$ cat src/rtl/fetch_stage.sv
// Instruction fetch stage: PC, single-request imem FSM, IF/ID register and delay-slot redirect.
// A fetched word is buffered when the pipeline is stalled; redirects wait for the delay-slot word to advance.
module fetch_stage (
   input  logic        clk,
   input  logic        rst,
   input  logic        if_rst,
   input  logic        id_rst,
   input  logic        if_en,
   input  logic        id_en,
   input  logic [2:0]  pc_src,
   input  logic [31:0] rs_data,
   output logic        imem_req,
   output logic [31:0] imem_addr,
   input  logic        imem_ack,
   input  logic [31:0] imem_rdata,
   output logic [31:0] inst_id,
   output logic [31:0] pc_id,
   output logic        id_valid,
   output logic        if_valid,
   output logic        fetch_stall
);

   typedef enum logic {S_REQ, S_BUF} state_t;

   state_t      state_q, state_d;
   logic [31:0] pc_q, pc_d;
   logic [31:0] inst_buf_q, inst_buf_d;
   logic [31:0] redirect_pc_q, redirect_pc_d;
   logic        redirect_pending_q, redirect_pending_d;
   logic [31:0] inst_id_q, inst_id_d;
   logic [31:0] pc_id_q, pc_id_d;
   logic        id_valid_q, id_valid_d;

   logic        if_clr, id_clr, word_rdy, advance, redirect_req;
   logic [31:0] link, target, fetch_word;

   always_comb begin
      if_clr     = rst | if_rst;
      id_clr     = rst | id_rst;
      word_rdy   = ((state_q == S_REQ) & imem_ack) | (state_q == S_BUF);
      // An ack landing in an IF reset cycle is discarded, so it must not advance either.
      advance    = if_en & id_en & word_rdy & ~if_clr;
      fetch_word = (state_q == S_BUF) ? inst_buf_q : imem_rdata;
      link       = pc_id_q + 32'd4;
      case (pc_src)
         3'd1:    target = {link[31:28], inst_id_q[25:0], 2'b00};
         3'd2:    target = rs_data;
         3'd3:    target = link + {{14{inst_id_q[15]}}, inst_id_q[15:0], 2'b00};
         default: target = link;
      endcase
      redirect_req = id_valid_q & ((pc_src == 3'd1) | (pc_src == 3'd2) | (pc_src == 3'd3));
   end

   assign imem_req    = (state_q == S_REQ) & ~rst;
   assign imem_addr   = {pc_q[31:2], 2'b00};
   assign if_valid    = word_rdy;
   assign fetch_stall = (state_q == S_REQ) & ~imem_ack;
   assign inst_id     = inst_id_q;
   assign pc_id       = pc_id_q;
   assign id_valid    = id_valid_q;

   always_comb begin
      state_d            = state_q;
      pc_d               = pc_q;
      inst_buf_d         = inst_buf_q;
      redirect_pc_d      = redirect_pc_q;
      redirect_pending_d = redirect_pending_q;
      if (if_clr) begin
         state_d            = S_REQ;
         pc_d               = 32'd0;
         inst_buf_d         = 32'd0;
         redirect_pc_d      = 32'd0;
         redirect_pending_d = 1'b0;
      end else if (advance) begin
         state_d            = S_REQ;
         redirect_pending_d = 1'b0;
         if (redirect_req)
            pc_d = target;
         else if (redirect_pending_q)
            pc_d = redirect_pc_q;
         else
            pc_d = pc_q + 32'd4;
      end else begin
         if ((state_q == S_REQ) && imem_ack) begin
            inst_buf_d = imem_rdata;
            state_d    = S_BUF;
         end
         // Branch leaves ID before its delay slot is fetched: remember where to go.
         if (redirect_req && id_en) begin
            redirect_pc_d      = target;
            redirect_pending_d = 1'b1;
         end
      end
   end

   always_comb begin
      inst_id_d  = inst_id_q;
      pc_id_d    = pc_id_q;
      id_valid_d = id_valid_q;
      if (id_clr) begin
         inst_id_d  = 32'd0;
         pc_id_d    = 32'd0;
         id_valid_d = 1'b0;
      end else if (id_en) begin
         if (advance) begin
            inst_id_d  = fetch_word;
            pc_id_d    = pc_q;
            id_valid_d = 1'b1;
         end else begin
            inst_id_d  = 32'd0;
            id_valid_d = 1'b0;
         end
      end
   end

   always_ff @(posedge clk) begin
      state_q            <= state_d;
      pc_q               <= pc_d;
      inst_buf_q         <= inst_buf_d;
      redirect_pc_q      <= redirect_pc_d;
      redirect_pending_q <= redirect_pending_d;
      inst_id_q          <= inst_id_d;
      pc_id_q            <= pc_id_d;
      id_valid_q         <= id_valid_d;
   end

endmodule

$ cat config.mk
export PLATFORM = sky130hd
export DESIGN_NAME = fetch_stage
export DESIGN_NICKNAME = d
export VERILOG_FILES = /design/src/rtl/fetch_stage.sv
export SDC_FILE = /design/constraint.sdc
export NUM_CORES = 1
export LEC_CHECK = 0
export CAP_MARGIN = 20
export CORE_MARGIN = 2
export CORE_UTILIZATION = 54
export DETAILED_ROUTE_END_ITERATION = 16
export PLACE_DENSITY = 0.8
export SKIP_CTS_REPAIR_TIMING = 1
export SYNTH_ARGS = -nofsm -noshare
export SYNTH_HDL_FRONTEND = slang
export SYNTH_SLANG_ARGS = --single-unit
$ cat constraint.sdc
create_clock -name clk -period 4.65 [get_ports clk]
set_input_delay 0.6975 -clock clk [delete_from_list [all_inputs] [get_ports clk]]
set_output_delay 0.6975 -clock clk [all_outputs]
set_load 0.05 [all_outputs]
==> flow_summary.json <==
{
  "yosys.area.top_type": "dfxtp_1",
  "rows": 49,
  "worst_hold_slack_ns": 0.454,
  "fin_cells": 1669,
  "overflow": 0,
  "slew_viol_final": 0,
  "cts_root_buffer": "clkbuf_16",
  "first_iter_violations": 989,
  "drc": 0,
  "postSynth.asyncResetShare": 0,
  "port_buffers": 171,
  "design.die.area_um2": 19300,
  "reg2reg_from": "pc_id[4]$_SDFFE_PP0P_",
  "layout_common_cells": "226 x nand2_1, 177 x a21oi_1, 171 x clkdlybuf4s50_1",
  "die_w_um": 139,
  "layout.nets": 1534,
  "worstHoldStart": "redirect_pc_q[29]$_SDFFE_PP0P_",
  "finClkSkew_ns": 0.00860,
  "clkLatencyLatePin_ns": 0.44,
  "crit_type": "reg2reg",
  "maxCapViolCount": 0,
  "n_fill_cell": 1525,
  "layout_commonest_cell": "nand2_1",
  "holdPathStages": 2,
  "power_uw": 3120,
  "placedCellCount": 1637,
  "core_area_um2": 17900,
  "crit_path_start_kind": "flip-flop",
  "grt_max_degree": 66,
  "place.gp.congestion": 0.968,
  "ys_seq_area_frac": 0.331,
  "worst_pin_slew_ns": 1.13,
  "ys_types": 64,
  "yosys_warnings": 0,
  "synthesis.area_um2": 9840,
  "rsz0062_at_grt": "no",
  "cts_buffers": 17,
  "synth_edf_count": 0,
  "finalHoldViolations": 0,
  "syn-instance-count": 1318,
  "crit_path_top_delay_cell": "nor4_2",
  "whs_endpoint": "redirect_pc_q[29]$_SDFFE_PP0P_",
  "fin_tns_setup_ns": 0,
  "grt_pass1_vias": 9360,
  "io_pins": 174,
  "period_share": 0.894,
  "antenna_cells": 0,
  "fmax_mhz": 240,
  "avgViaCountPerCell": 6.07,
  "wirelength_um": 32900,
  "critPathMaxStageDelay_ns": 0.67,
  "die_y_um": 139,
  "cp.required_ns": 4.96,
  "antenna_found_initial": 0,
  "clk_pin_slew_ns": 0.07,
  "drive_above_1_share": 0.0597,
  "start_util": 0.550,
  "clkSinkCount": 163,
  "hold_class": "reg2reg",
  "cellPowerDensity_nw_per_um2": 258,
  "routed-via-count": 10100,
  "synth-seq-cells": 163,
  "cts_buffer_depth": 2,
  "vdd_drop_max_uv": 281,
  "grt_usage": 0.335,
  "ctsHtreeMaxLevel": 4,
  "firstDrtPassIters": 8,
  "max-slew-margin-rel": 0.245,
  "worst-path-max-fanout": 8,
  "synth_top_area_share": 0.331,
  "hpwl_um": 23900,
  "regToRegSetupSlack_ns": 0.49,
  "worst_ep_arrival_time_ns": 4.47,
  "crit_chain": "nand4_1, nor4_2, and3_1, and4_1, xor2_1, ha_1, and3_1, nand2_1, o311ai_0, o21ai_0, and3_2, o21ai_0, a31oi_1",
  "r2r_end": "redirect_pc_q[31]$_SDFFE_PP0P_",
  "synth_area_leaders": "dfxtp_1 33%, a21oi_1 9.0%, nand2_1 8.6%",
  "period_needed_ns": 4.16,
  "setup_viol_count_final": 0,
  "crit_start": "pc_id[4]$_SDFFE_PP0P_",
  "antenna_left": 0,
  "reg2regPathDepth": 13,
  "critPathCaptureType": "flip-flop",
  "grt_pass1_wl_um": 51500,
  "status": "completed",
  "cts_tree": "built",
  "detail_route.wl_per_cell_um": 19.7,
  "power_leakage_uw": 0.00441,
  "area_delta_synth_final_pct": 23.1,
  "avgSynthCellArea_um2": 7.47,
  "ys.flop_type": "dfxtp_1"
}
## registers in the layout, indices dropped and copies added (netlist names)
register and flops:
redirect_pc_q 32, state_q 1, inst_id 32, pc_id 32, redirect_pending_q 1, inst_buf_q 32, pc_q 32, id_valid 1
## report_power, final
part / total, uW / switching [uW] / leakage (uW) / internal [uW]
clock: 1430 / 666 / 0.000282 / 765
combinational: 277 / 167 / 0.00281 / 110
sequential: 1410 / 6.86 / 0.00132 / 1410
total: 3120 / 840 / 0.00441 / 2280
## Yosys cell counts, types with 4 or more instances
master and count:
o21bai_1 4, xnor2_1 36, dfxtp_1 163, nor2b_1 4
or3_1 7, or2_2 4, nand2b_1 4, buf_4 35
a22o_1 6, nand3_1 26, nor3_1 14, clkbuf_1 62
nand4_1 20, mux2i_1 44, o221ai_1 10, a21o_1 19
a31oi_1 7, inv_1 21, and2_1 6, a21oi_1 177
ha_1 32, mux2_2 5, a221oi_1 7, xor2_1 34
buf_1 6, buf_2 4, o31ai_1 5, nand2_1 226
o211ai_1 6, o21ai_0 61, and4_1 6, o21a_1 6
a221o_1 5, and3_1 13, a22oi_1 16, nor2_1 162
a211oi_1 17
## cell families (layout without fill, tap and decap cells)
| logic type | count (synthesis) | after routing | synth area share |
|---|---|---|---|
| simple gates | 507 | 507 | 0.224 |
| compound gates | 365 | 365 | 0.225 |
| flops | 163 | 163 | 0.331 |
| buf+inv | 130 | 251 | 0.0639 |
| xor+xnor | 70 | 70 | 0.0623 |
| mux | 49 | 49 | 0.0505 |
| fa+ha+maj | 33 | 33 | 0.0427 |
| other cells | 1 | 2 | 0.000381 |
## stage by stage
step            util  area, um^2  setup WS, ns
5_1_grt        0.677       12100         0.291
3_3_place_gp   0.644       11500         0.775
6_report       0.677       12100         0.491
3_5_place_dp   0.644       11500         0.660
2_1_floorplan      -        9850         0.728
4_1_cts        0.677       12100         0.635
## how the worst max path moves through the flow
| stage | cells after the start | slack (ns) | to |
|---|---|---|---|
| finish | 13 | 0.49 | redirect_pc_q[31]$_SDFFE_PP0P_ |
| global route | 13 | 0.29 | redirect_pc_q[31]$_SDFFE_PP0P_ |
| CTS | 16 | 0.64 | redirect_pc_q[29]$_SDFFE_PP0P_ |
| detailed placement | 13 | 0.66 | redirect_pc_q[31]$_SDFFE_PP0P_ |
| global placement | 13 | 0.77 | redirect_pc_q[31]$_SDFFE_PP0P_ |
| floorplan | 16 | 0.73 | redirect_pc_q[29]$_SDFFE_PP0P_ |
## routing by layer
metal  GRT usage  vias to the layer above  share of wire
li1            -                     4796              -
met1       0.422                     4752           0.40
met2       0.537                      493           0.46
met3      0.0746                       89          0.089
met4       0.179                        0          0.059
met5           0                        -              0
## layout make-up
cell class / instances / area, um^2 / share of cell area
multi-input combinational: 1026 / 5980 / 0.494
sequential: 163 / 3270 / 0.269
timing repair buffer: 197 / 1910 / 0.157
clock buffer: 17 / 425 / 0.0351
tap: 229 / 287 / 0.0236
clock inverter: 15 / 171 / 0.0141
inverter: 22 / 82.6 / 0.00681
## critical path: cells and delay by family (launching register included)
kind	cells	cell delay, ns
DFF	1	0.47
xor gates and xnor gates	1	0.08
AOI/OAI and AO/OA	4	1.07
adders and majority gates	1	0.39
and+or+nand+nor	7	2.02
Note: power is estimated with default switching activity, not from simulation.
